==> src/rtl/gpio_apb_master_pkg.sv <==
// Shared definitions for the GPIO APB initiator and the GPIO register slave.
// Latency: n/a (types, constants and a width helper only).
// Backpressure: n/a.
package gpio_apb_defs;

    // GPIO register address map, common to initiator users and the register slave.
    localparam logic [7:0] GPIO_DIR          = 8'h00;
    localparam logic [7:0] GPIO_OUT          = 8'h04;
    localparam logic [7:0] GPIO_IN           = 8'h08;
    localparam logic [7:0] GPIO_INT_MASK     = 8'h0C;
    localparam logic [7:0] GPIO_INT_STATUS   = 8'h10;
    localparam logic [7:0] GPIO_INT_TYPE     = 8'h14;
    localparam logic [7:0] GPIO_INT_POLARITY = 8'h18;
    localparam logic [7:0] GPIO_DEBOUNCE_CFG = 8'h1C;

    // One APB transfer walks IDLE -> SETUP -> ACCESS (n cycles) -> RESP.
    typedef enum logic [1:0] {
        ST_IDLE   = 2'd0,
        ST_SETUP  = 2'd1,
        ST_ACCESS = 2'd2,
        ST_RESP   = 2'd3
    } apb_state_e;

    // Wait counter must count 0..TIMEOUT-1; keep at least one bit when disabled.
    function automatic int wait_cnt_w(input int timeout);
        return (timeout < 1) ? 1 : $clog2(timeout + 1);
    endfunction

endpackage

==> src/rtl/gpio_apb_master_if.sv <==
// APB3 bus between the GPIO initiator (master) and the register slave.
// Latency: none, wires only.
// Backpressure: slave stretches ACCESS by holding PREADY low.
interface gpio_apb_master_if #(
    parameter int ADDR_W = 8,
    parameter int DATA_W = 32
);
    logic              PSEL;
    logic              PENABLE;
    logic              PWRITE;
    logic [ADDR_W-1:0] PADDR;
    logic [DATA_W-1:0] PWDATA;
    logic [DATA_W-1:0] PRDATA;
    logic              PREADY;
    logic              PSLVERR;

    modport master (
        output PSEL, PENABLE, PWRITE, PADDR, PWDATA,
        input  PRDATA, PREADY, PSLVERR
    );

    modport slave (
        input  PSEL, PENABLE, PWRITE, PADDR, PWDATA,
        output PRDATA, PREADY, PSLVERR
    );
endinterface

==> src/rtl/gpio_apb_master.sv <==
// Single-beat valid/ready request -> APB3 transfer -> valid/ready response.
// Latency: 3 cycles accept-to-response with a zero-wait slave, +1 per wait state.
// Backpressure: one transfer in flight; req_ready low until the response is taken.
module gpio_apb_master
    import gpio_apb_defs::*;
#(
    parameter int ADDR_W  = 8,
    parameter int DATA_W  = 32,
    parameter int TIMEOUT = 16
) (
    input  logic              PCLK,
    input  logic              PRESETn,
    input  logic              req_valid,
    output logic              req_ready,
    input  logic              req_write,
    input  logic [ADDR_W-1:0] req_addr,
    input  logic [DATA_W-1:0] req_wdata,
    output logic              rsp_valid,
    input  logic              rsp_ready,
    output logic [DATA_W-1:0] rsp_rdata,
    output logic              rsp_err,
    output logic              rsp_timeout,
    gpio_apb_master_if.master apb
);

    localparam int CNT_W = wait_cnt_w(TIMEOUT);
    // Count value at which the final allowed ACCESS cycle is being sampled.
    localparam logic [CNT_W-1:0] CNT_LAST = (TIMEOUT == 0) ? '0 : CNT_W'(TIMEOUT - 1);

    apb_state_e        state_q, state_d;
    logic              psel_q, psel_d;
    logic              penable_q, penable_d;
    logic              pwrite_q, pwrite_d;
    logic [ADDR_W-1:0] paddr_q, paddr_d;
    logic [DATA_W-1:0] pwdata_q, pwdata_d;
    logic              rsp_valid_q, rsp_valid_d;
    logic [DATA_W-1:0] rsp_rdata_q, rsp_rdata_d;
    logic              rsp_err_q, rsp_err_d;
    logic              rsp_timeout_q, rsp_timeout_d;
    logic [CNT_W-1:0]  cnt_q, cnt_d;

    // State and every output register; reset drops the bus and any pending response.
    always_ff @(posedge PCLK or negedge PRESETn) begin
        if (!PRESETn) begin
            state_q       <= ST_IDLE;
            psel_q        <= 1'b0;
            penable_q     <= 1'b0;
            pwrite_q      <= 1'b0;
            paddr_q       <= '0;
            pwdata_q      <= '0;
            rsp_valid_q   <= 1'b0;
            rsp_rdata_q   <= '0;
            rsp_err_q     <= 1'b0;
            rsp_timeout_q <= 1'b0;
            cnt_q         <= '0;
        end else begin
            state_q       <= state_d;
            psel_q        <= psel_d;
            penable_q     <= penable_d;
            pwrite_q      <= pwrite_d;
            paddr_q       <= paddr_d;
            pwdata_q      <= pwdata_d;
            rsp_valid_q   <= rsp_valid_d;
            rsp_rdata_q   <= rsp_rdata_d;
            rsp_err_q     <= rsp_err_d;
            rsp_timeout_q <= rsp_timeout_d;
            cnt_q         <= cnt_d;
        end
    end

    // Next state: all outputs are registered, so nothing here reaches a port combinationally.
    always_comb begin
        state_d       = state_q;
        psel_d        = psel_q;
        penable_d     = penable_q;
        pwrite_d      = pwrite_q;
        paddr_d       = paddr_q;
        pwdata_d      = pwdata_q;
        rsp_valid_d   = rsp_valid_q;
        rsp_rdata_d   = rsp_rdata_q;
        rsp_err_d     = rsp_err_q;
        rsp_timeout_d = rsp_timeout_q;
        cnt_d         = cnt_q;

        case (state_q)
            ST_IDLE: begin
                // req_ready is implied by being in IDLE.
                if (req_valid) begin
                    pwrite_d = req_write;
                    paddr_d  = req_addr;
                    pwdata_d = req_write ? req_wdata : '0;
                    psel_d   = 1'b1;
                    cnt_d    = '0;
                    state_d  = ST_SETUP;
                end
            end
            ST_SETUP: begin
                penable_d = 1'b1;
                state_d   = ST_ACCESS;
            end
            ST_ACCESS: begin
                if (apb.PREADY) begin
                    // Completion takes priority over a timeout on the same cycle.
                    rsp_rdata_d   = pwrite_q ? '0 : apb.PRDATA;
                    rsp_err_d     = apb.PSLVERR;
                    rsp_timeout_d = 1'b0;
                    psel_d        = 1'b0;
                    penable_d     = 1'b0;
                    rsp_valid_d   = 1'b1;
                    state_d       = ST_RESP;
                end else if ((TIMEOUT != 0) && (cnt_q == CNT_LAST)) begin
                    rsp_rdata_d   = '0;
                    rsp_err_d     = 1'b1;
                    rsp_timeout_d = 1'b1;
                    psel_d        = 1'b0;
                    penable_d     = 1'b0;
                    rsp_valid_d   = 1'b1;
                    state_d       = ST_RESP;
                end else begin
                    cnt_d = cnt_q + CNT_W'(1);
                end
            end
            ST_RESP: begin
                // rsp_rdata is left holding the last captured value.
                if (rsp_ready) begin
                    rsp_valid_d   = 1'b0;
                    rsp_err_d     = 1'b0;
                    rsp_timeout_d = 1'b0;
                    state_d       = ST_IDLE;
                end
            end
            default: state_d = ST_IDLE;
        endcase
    end

    assign req_ready   = (state_q == ST_IDLE);
    assign rsp_valid   = rsp_valid_q;
    assign rsp_rdata   = rsp_rdata_q;
    assign rsp_err     = rsp_err_q;
    assign rsp_timeout = rsp_timeout_q;
    assign apb.PSEL    = psel_q;
    assign apb.PENABLE = penable_q;
    assign apb.PWRITE  = pwrite_q;
    assign apb.PADDR   = paddr_q;
    assign apb.PWDATA  = pwdata_q;

endmodule

==> src/flat_wrapper.sv <==
// flat-port wrapper written by rule: the top's interface ports become plain ports
module gpio_apb_master_flat import gpio_apb_defs::*;
#(
    parameter int ADDR_W  = 8,
    parameter int DATA_W  = 32,
    parameter int TIMEOUT = 16
)
  (PCLK, PRESETn, req_valid, req_ready, req_write, req_addr, req_wdata, rsp_valid, rsp_ready, rsp_rdata, rsp_err, rsp_timeout, apb_PSEL, apb_PENABLE, apb_PWRITE, apb_PADDR, apb_PWDATA, apb_PRDATA, apb_PREADY, apb_PSLVERR);
  gpio_apb_master_if #(.ADDR_W(ADDR_W), .DATA_W(DATA_W)) apb_i ();
  input  logic PCLK;
  input  logic PRESETn;
  input  logic req_valid;
  output logic req_ready;
  input  logic req_write;
  input  logic [ADDR_W-1:0] req_addr;
  input  logic [DATA_W-1:0] req_wdata;
  output logic rsp_valid;
  input  logic rsp_ready;
  output logic [DATA_W-1:0] rsp_rdata;
  output logic rsp_err;
  output logic rsp_timeout;
  output wire logic [$bits(apb_i.PSEL)-1:0] apb_PSEL;
  output wire logic [$bits(apb_i.PENABLE)-1:0] apb_PENABLE;
  output wire logic [$bits(apb_i.PWRITE)-1:0] apb_PWRITE;
  output wire logic [$bits(apb_i.PADDR)-1:0] apb_PADDR;
  output wire logic [$bits(apb_i.PWDATA)-1:0] apb_PWDATA;
  input wire logic [$bits(apb_i.PRDATA)-1:0] apb_PRDATA;
  input wire logic [$bits(apb_i.PREADY)-1:0] apb_PREADY;
  input wire logic [$bits(apb_i.PSLVERR)-1:0] apb_PSLVERR;
  assign apb_PSEL = apb_i.PSEL;
  assign apb_PENABLE = apb_i.PENABLE;
  assign apb_PWRITE = apb_i.PWRITE;
  assign apb_PADDR = apb_i.PADDR;
  assign apb_PWDATA = apb_i.PWDATA;
  assign apb_i.PRDATA = apb_PRDATA;
  assign apb_i.PREADY = apb_PREADY;
  assign apb_i.PSLVERR = apb_PSLVERR;
  gpio_apb_master #(.ADDR_W(ADDR_W), .DATA_W(DATA_W), .TIMEOUT(TIMEOUT)) u_core (.PCLK(PCLK), .PRESETn(PRESETn), .req_valid(req_valid), .req_ready(req_ready), .req_write(req_write), .req_addr(req_addr), .req_wdata(req_wdata), .rsp_valid(rsp_valid), .rsp_ready(rsp_ready), .rsp_rdata(rsp_rdata), .rsp_err(rsp_err), .rsp_timeout(rsp_timeout), .apb(apb_i));
endmodule
==> config.mk <==
export PLATFORM = sky130hd
export DESIGN_NAME = gpio_apb_master_flat
export DESIGN_NICKNAME = d
export VERILOG_FILES = /design/src/rtl/gpio_apb_master_pkg.sv /design/src/rtl/gpio_apb_master_if.sv /design/src/rtl/gpio_apb_master.sv /design/src/flat_wrapper.sv
export SDC_FILE = /design/constraint.sdc
export NUM_CORES = 1
export LEC_CHECK = 0
export CELL_PAD_IN_SITES_DETAIL_PLACEMENT = 1
export CELL_PAD_IN_SITES_GLOBAL_PLACEMENT = 2
export CORE_MARGIN = 2
export CORE_UTILIZATION = 39
export CTS_CLUSTER_SIZE = 25
export DETAILED_ROUTE_END_ITERATION = 10
export DONT_BUFFER_PORTS = 1
export HOLD_SLACK_MARGIN = 0.08
export PLACE_DENSITY = 0.93
export SYNTH_ARGS = -nofsm -noshare
export SYNTH_HDL_FRONTEND = slang
export SYNTH_SLANG_ARGS = --single-unit
==> constraint.sdc <==
create_clock -name PCLK -period 2.8 [get_ports PCLK]
set_input_delay 0.56 -clock PCLK [delete_from_list [all_inputs] [get_ports PCLK]]
set_output_delay 0.56 -clock PCLK [all_outputs]
set_load 0.05 [all_outputs]
* Word level (Yosys, flattened, before mapping)
Cells that the tools add are included.
Word-level totals: flip-flop bits (word level) 85, word-level logic and storage cells 59
Operators by class: add/sub/neg operators 1, eq/ne operators 9, multiplexer cells 26, reduce and logical (&&, ||, !) cells 12
Operators with widths (count):
- $mux W32 | 4
- $mux W5 | 3
- $pmux W1 S2 | 5
- $pmux W5 S2 | 1
- $reduce_and A3 Y1 | 3
- $mux W1 | 8
- $mux W2 | 4
- $ne A2 B2 Y1 const B | 4
- $pmux W2 S4 | 1
- $reduce_bool A2 Y1 | 4
- $reduce_and A2 Y1 | 3
- $add A5 B1 Y5 const B | 1
- $eq A5 B4 Y1 const B | 1
- $eq A2 B2 Y1 const B | 2
- $reduce_and A4 Y1 | 1
- $ne A3 B2 Y1 const B | 1
- $eq A2 B1 Y1 const B | 1
- $logic_not A2 Y1 | 1

* Depth between registers and ports, before layout
Gate-level depths: netlist of the first run.
depth after elaboration 4, depth in mapped cells 8, mapped depth without buffers 7

* Worst setup path after synthesis of the first run
No wires, ideal clock.
kind register -> register, start point reg u_core.state_q[0], end point reg u_core.paddr_q[1], in the netlist u_core.apb.PADDR[1], setup time 0.128 ns, arrival 1.901 ns, required time 2.672 ns, slack 0.771 ns, stages on the path, launching flop included 6, path buffers 1, clock period less this slack 2.029 ns, cells stage by stage dfrtp_1 > inv_1 > ha_1 > nand2_1 > buf_2 > mux2_1
On the way: word-level cells in the longest chain between the ends 2
RTL lines:
- start: declaration | line gpio_apb_master.sv:30 | apb_state_e state_q, state_d;
- start signal: assignment | line gpio_apb_master.sv:57 | state_q <= state_d;
- $logic_not A2 Y1
- via req_ready | line flat_wrapper.sv:13 | output logic req_ready;
- $reduce_and A2 Y1 (no source line)
- end signal: assignment | line gpio_apb_master.sv:61 | paddr_q <= paddr_d;
- end: declaration | line gpio_apb_master.sv:34 | logic [ADDR_W-1:0] paddr_q, paddr_d;
The timed path passes the listed nets, and every way through them passes these cells. A chain may end at the register's enable or synchronous reset.

* Final worst setup path of the first run
start point reg u_core.state_q[1], end point reg u_core.cnt_q[0]
On the way: word-level cells in the longest chain between the ends 3, elaborated cells on any way between the ends 8, classes of those cells eq/ne (4); mux (1); reduce/logical (3)
RTL lines:
- $logic_not A2 Y1 (*)
- via req_ready | line flat_wrapper.sv:13
- $ne A2 B2 Y1 (no source line) / $reduce_bool A2 Y1 (equally long branches)
- $reduce_and A4 Y1 (no source line)
- end signal: assignment | line gpio_apb_master.sv:67 | cnt_q <= cnt_d;
- end: declaration | line gpio_apb_master.sv:40 | logic [CNT_W-1:0] cnt_q, cnt_d;
Mark *: on every way through the listed nets, which the timed path passes. The rest lies on a longest branch.

==> results.md, run 1 <==
- Outcome: finished, final reports clean
- Grt ovf: 0
- Fin Hold WS: 0.109 ns
- Crit path time final: 2.20 ns
- DP Wirelength: 5420 um
- Placed cell areas: 0.00354 sq mm
- Final Slew Violations: 0
- Setup Buffers After CTS: 0
- Die H: 98.5 um
- CTS clk-pin slew, worst paths: 0.09 ns
- Post-synth EDFFs: 0
- DR iter-0 viols: 66
- Final Hold Vio Count: 0
- R2r setup slk: 0.60 ns
- Unrepaired setup endpoints after global routing: false
- Syn Nets: 420
- Die area: 0.00970 sq mm
- Synth Register Bits: 85
- Initial Util: 0.401
- Ys Warns: 0
- Worst path slowest cell: ha_1
- Port bufs: 0
- FILL cells: 967
- WP data required: 3.03 ns
- GP Congestion: 0.788
- Via/cell ratio: 5.38
- Clk_lat worst skew: 0.34 ns
- Post-synthesis cell count: 336
- Syn Area/Cell: 10.4 sq um
- CP Capture Type: flop
- H-tree Lvls: 3
- N_diodes: 0
- Worst Path Arrival: 2.42 ns
- Final design area excluding fillers: 0.00380 sq mm
- CTS Buf Count: 9
- Vias after detailed routing: 2374
- Critical path class: reg -> reg
- Seq/Total Area, Yosys: 0.611
- Worst-case clock buffer depth: 2
- Cell with the most instances after synthesis: nand2_1
- Final period utilization: 0.784
- CTS tree: done
- CP max stage delay: 0.65 ns
- Root Driver: clkbuf_8
- Max_slew headroom: 0.498
- Setup TNS Final: 0 ns
- CP Cell Sequence: inv_1 -> ha_1 -> nor2b_1 -> nor2_1 -> mux2_2 -> a22o_1
- Final setup vio count: 0
- GRT Overall Usage: 0.162
- Yosys cell types: 27
- 1st-pass router iterations: 4
- Largest net degree at the start of global routing: 86
- # DRC: 0
- Number of global-route vias before repair: 2538
- Post-synth top area cell: dfrtp_1
- Hold Crit Class: in -> async
- Clock skew: 0.00976 ns
- Post-route ant nets: 0
- R2R cell count: 6
- Startpoint types: flop
- Share of cells above drive strength 1: 0.0721
- Top FF cell, synth: dfrtp_1
- Die Wd: 98.5 um
- Num ports: 158
- Maximum clock frequency: 0.455 GHz
- Maximum fanout along the worst path: 8
- MaxCap Viol Count: 0
- Clock sinks: 85
- Layout Utilization: 0.438
- Top cells by count, synth: nand2_1, dfrtp_1, o21ai_1, a22o_1, clkbuf_1
- Least-Margin Pin Slew: 0.753 ns
- First-pass GRT wire length: 12600 um
- P&R area growth vs syn: 9.17%
- Yosys top cell area share: 0.611
- Total wire length: 7780 um
- Initial antenna violation count: 0
- Core Rows: 34
- Asr flop ratio synth: 1.00
- Leading post-synthesis cells by cell area: dfrtp_1, nand2_1, o21ai_1
- Resized Gates After CTS: 0
- Area of the mapped netlist: 0.00348 sq mm
- Final nets: 412
- Avg WL per Cell: 17.6 um
- Area of the core: 0.00868 sq mm
-- worst max-delay path: cells and delay by family (launching register included) --
family / cells / cell delay (ns)
adder cells (fa/ha/maj): 1 / 0.65
AO/OA/AOI/OAI: 1 / 0.17
buffers and inverters: 1 / 0.09
multiplexers: 1 / 0.27
flip-flops: 1 / 0.42
AND/OR/NAND/NOR: 2 / 0.49
-- flip-flops by register name (all words and copies together), names as in the netlist --
| name | count |
|---|---|
| u_core.apb.PADDR | 8 |
| u_core.apb.PENABLE | 1 |
| u_core.apb.PSEL | 1 |
| u_core.apb.PWDATA | 32 |
| u_core.apb.PWRITE | 1 |
| u_core.cnt_q | 5 |
| u_core.rsp_err | 1 |
| u_core.rsp_rdata | 32 |
| u_core.rsp_timeout | 1 |
| u_core.rsp_valid | 1 |
| u_core.state_q | 2 |
-- final timing paths --
check / start / end
min in group PCLK: apb_PRDATA[13] / u_core.rsp_rdata[13]
setup reg to reg: u_core.state_q[1] / u_core.cnt_q[0]
hold / removal: PRESETn / u_core.rsp_rdata[1]
setup / recovery: u_core.state_q[1] / u_core.cnt_q[0]
max in group asynchronous: PRESETn / u_core.apb.PWDATA[26]
hold reg to reg: u_core.cnt_q[3] / u_core.cnt_q[3]
-- cell type report --
type / count / area, sq um / area share
clock buffer: 9 / 124 / 0.0326
clock inverter: 7 / 105 / 0.0277
inverter: 5 / 18.8 / 0.00494
multi-input combinational: 223 / 1230 / 0.323
sequential: 85 / 2130 / 0.560
tap: 108 / 135 / 0.0356
timing repair buffer: 4 / 62.6 / 0.0165
-- layout by cell type (no fill, tap or decap), types with 2 or more instances in the layout --
master     count
nor2_1         6
a22o_1        21
nand2_1      100
mux2_1         9
a21oi_1        4
o21ai_1       52
nand3_1        2
o21ai_0        5
mux2i_1        5
ha_1           5
buf_4          2
dfrtp_1       85
inv_6          3
inv_1          5
bufinv_16      2
nor2b_1        2
clkbuf_8       9
-- per-stage QoR --
stage,setup slack (ns),cells
2_1_floorplan,0.771,336
3_3_place_gp,0.713,424
3_5_place_dp,0.599,424
4_1_cts,0.606,441
5_1_grt,0.435,441
6_report,0.605,441
-- logic make-up (layout without fill, tap and decap cells) --
family          Yosys count  count (layout)  synth area share
buf+inv                  28              25            0.0392
flops                    85              85             0.611
simple gates            118             118             0.137
compound gates           85              85             0.148
fa+ha+maj                 5               5            0.0180
mux                      15              15            0.0467
-- metal layers --
metal	share of wire	vias to the layer above	GRT usage	wire, um
met5	0	-	0	0
met4	0.0080	0	0.0558	62
met3	0.12	6	0.0730	912
met2	0.46	113	0.249	3620
met1	0.41	1144	0.205	3190
li1	-	1111	-	-
-- timing repair --
| action | CTS | global route |
|---|---|---|
| hold endpoints to repair | 85 | 0 |
| hold buffers | 1 | 0 |
| setup endpoints to repair | 0 | 0 |
Power of run 1 is not shown: default switching activity piles up to over one toggle a cycle in this logic, so the estimate is an artifact.
==> run 2: changes to the inputs <==
--- a/config.mk
+++ b/config.mk
@@ -8,12 +8,12 @@
 export CELL_PAD_IN_SITES_DETAIL_PLACEMENT = 1
 export CELL_PAD_IN_SITES_GLOBAL_PLACEMENT = 2
 export CORE_MARGIN = 2
-export CORE_UTILIZATION = 39
+export CORE_UTILIZATION = 33
 export CTS_CLUSTER_SIZE = 25
 export DETAILED_ROUTE_END_ITERATION = 10
 export DONT_BUFFER_PORTS = 1
 export HOLD_SLACK_MARGIN = 0.08
-export PLACE_DENSITY = 0.93
+export PLACE_DENSITY = 0.85
 export SYNTH_ARGS = -nofsm -noshare
 export SYNTH_HDL_FRONTEND = slang
 export SYNTH_SLANG_ARGS = --single-unit
==> constraint.sdc (replaced) <==
create_clock -name PCLK -period 2 [get_ports PCLK]
set_input_delay 0.4 -clock PCLK [delete_from_list [all_inputs] [get_ports PCLK]]
set_output_delay 0.4 -clock PCLK [all_outputs]
set_load 0.05 [all_outputs]
==> results.md, run 2 (same netlist as run 1, synthesis figures left out) <==
- Startpoint types: flop
- Clock skew: 0.0107 ns (+0.000894 ns)
- # DRC: 0 (unchanged)
- Worst Setup SP: u_core.cnt_q[0]
- Failing checks: hold timing
- Final setup vio count: 0 (unchanged)
- Reg2Reg Launch Point: u_core.cnt_q[0]
- Largest net degree at the start of global routing: 86 (unchanged)
- H-tree Lvls: 3 (unchanged)
- CTS clk-pin slew, worst paths: 0.08 ns (about the same)
- GP Congestion: 0.731 (-7.1%)
- DR iter-0 viols: 137 (+110%)
- Clock sinks: 85 (unchanged)
- Final Slew Violations: 0 (unchanged)
- Avg WL per Cell: 17.0 um (-3.5%)
- Total wire length: 8090 um (+4.0%)
- Root Driver: clkbuf_8
- Final nets: 419 (+1.7%)
- Share of cells above drive strength 1: 0.0944 (+0.0223)
- Die Wd: 107 um (+8.4%)
- CTS Buf Count: 9 (unchanged)
- CTS tree: done
- R2r setup slk: 0.09 ns (-0.52 ns)
- Die area: 0.0114 sq mm (+17%)
- Final Hold Vio Count: 85 (+85)
- Vias after detailed routing: 2369 (-0.21%)
- Hold Crit Class: in -> async
- DP Wirelength: 5590 um (+3.1%)
- Worst Path Arrival: 2.14 ns (-0.28 ns)
- Initial antenna violation count: 0 (unchanged)
- Port bufs: 0 (unchanged)
- Num ports: 158 (unchanged)
- Maximum fanout along the worst path: 6 (-2)
- FILL cells: 1163 (+20%)
- P&R area growth vs syn: 11.1%
- Die H: 107 um (+8.4%)
- Maximum clock frequency: 0.523 GHz (+15%)
- Area of the core: 0.0103 sq mm (+18%)
- Max_slew headroom: 0.621 (+0.122)
- GRT Overall Usage: 0.142 (-0.0205)
- Worst-case clock buffer depth: 2 (unchanged)
- WP data required: 2.23 ns (-0.80 ns)
- Setup TNS Final: 0 ns (unchanged)
- Most common cell after layout, fill and taps aside: nand2_1
- Post-route ant nets: 0 (unchanged)
- Unrepaired setup endpoints after global routing: false
- Grt ovf: 0 (unchanged)
- Via/cell ratio: 4.99 (-7.4%)
- Core Rows: 37 (+8.8%)
- N_diodes: 0 (unchanged)
- Worst r2r dst: u_core.cnt_q[0]
- CP Capture Type: flop
- First-pass GRT wire length: 12700 um (+0.49%)
- Outcome: finished with violations
- Most frequent cells in the layout: nand2_1, dfrtp_1, o21ai_1, a22o_1
- Crit path time final: 1.91 ns (-0.285 ns)
- Fin Hold WS: -0.260 ns (-0.369 ns)
- 1st-pass router iterations: 4 (unchanged)
- Number of global-route vias before repair: 2553 (+0.59%)
- Clk_lat worst skew: 0.35 ns (about the same)
- MaxCap Viol Count: 0 (unchanged)
- Critical path class: reg -> reg
- Final period utilization: 0.955 (+0.171)
- Worst setup endpoint: u_core.cnt_q[0]
- Initial Util: 0.339 (-0.0624)
- Least-Margin Pin Slew: 0.563 ns (-0.190 ns)
- R2R cell count: 6 (unchanged)
## run 2: changes by cell type in the layout (fill, tap and decap cells not counted), sizes merged
cell,before,now
inv,9,6
buf,4,11
clkinv,0,2
## run 2: repair_timing
action                                  CTS  global route
endpoints found under the setup margin    0             3
buffers inserted                          0             0
endpoints found under the hold margin    85            85
gates resized for setup                   0             1
## run 2: area by class of cell
class                           instances  area (sq um)  area share
Sequential cell                        85          2130       0.550
Multi-Input combinational cell        223          1230       0.319
Tap cell                              136           170      0.0440
Clock buffer                            9           124      0.0320
Timing Repair Buffer                   11           108      0.0278
Clock inverter                          6          86.3      0.0223
Inverter                                5          18.8     0.00485
## run 2: how the worst min path moves through the flow
stage / slack [ns] / endpoint / startpoint / depth (start not counted)
after global placement: 0.11 / u_core.rsp_rdata[5] / PRESETn / 0
after detailed placement: 0.11 / u_core.rsp_rdata[4] / PRESETn / 0
after global routing: -0.30 / u_core.apb.PWDATA[10] / PRESETn / 0
after floorplan: 0.10 / u_core.apb.PADDR[0] / PRESETn / 0
final: -0.26 / u_core.rsp_rdata[5] / PRESETn / 0
after CTS: -0.29 / u_core.apb.PWDATA[5] / PRESETn / 0
## run 2: metrics by stage
stage / cells / setup slack [ns] / utilization / cell area (sq um) / hold slack [ns]
2_1_floorplan: 336 / 0.102 / - / 3480 / 0.104
3_3_place_gp: 460 / 0.0830 / 0.355 / 3650 / 0.106
3_5_place_dp: 460 / 0.0548 / 0.355 / 3650 / 0.106
4_1_cts: 475 / 0.0448 / 0.376 / 3860 / -0.293
5_1_grt: 475 / 0.0266 / 0.376 / 3870 / -0.297
6_report: 475 / 0.0893 / 0.376 / 3870 / -0.260
## run 2: routing by layer
layer	track usage	wire length, um	vias up
met1	0.166	3290	1119
li1	-	-	1121
met4	0.0668	132	0
met2	0.224	3720	120
met5	0	0	-
met3	0.0614	942	9
## run 2: critical path, stage by stage, from the launching register on
cell,delay (ns)
dfrtp_1,0.40
ha_1,0.23
and3_1,0.19
ha_2,0.22
or2_1,0.30
mux2_2,0.29
a22o_1,0.17
Power of run 2 is left out for the same reason.
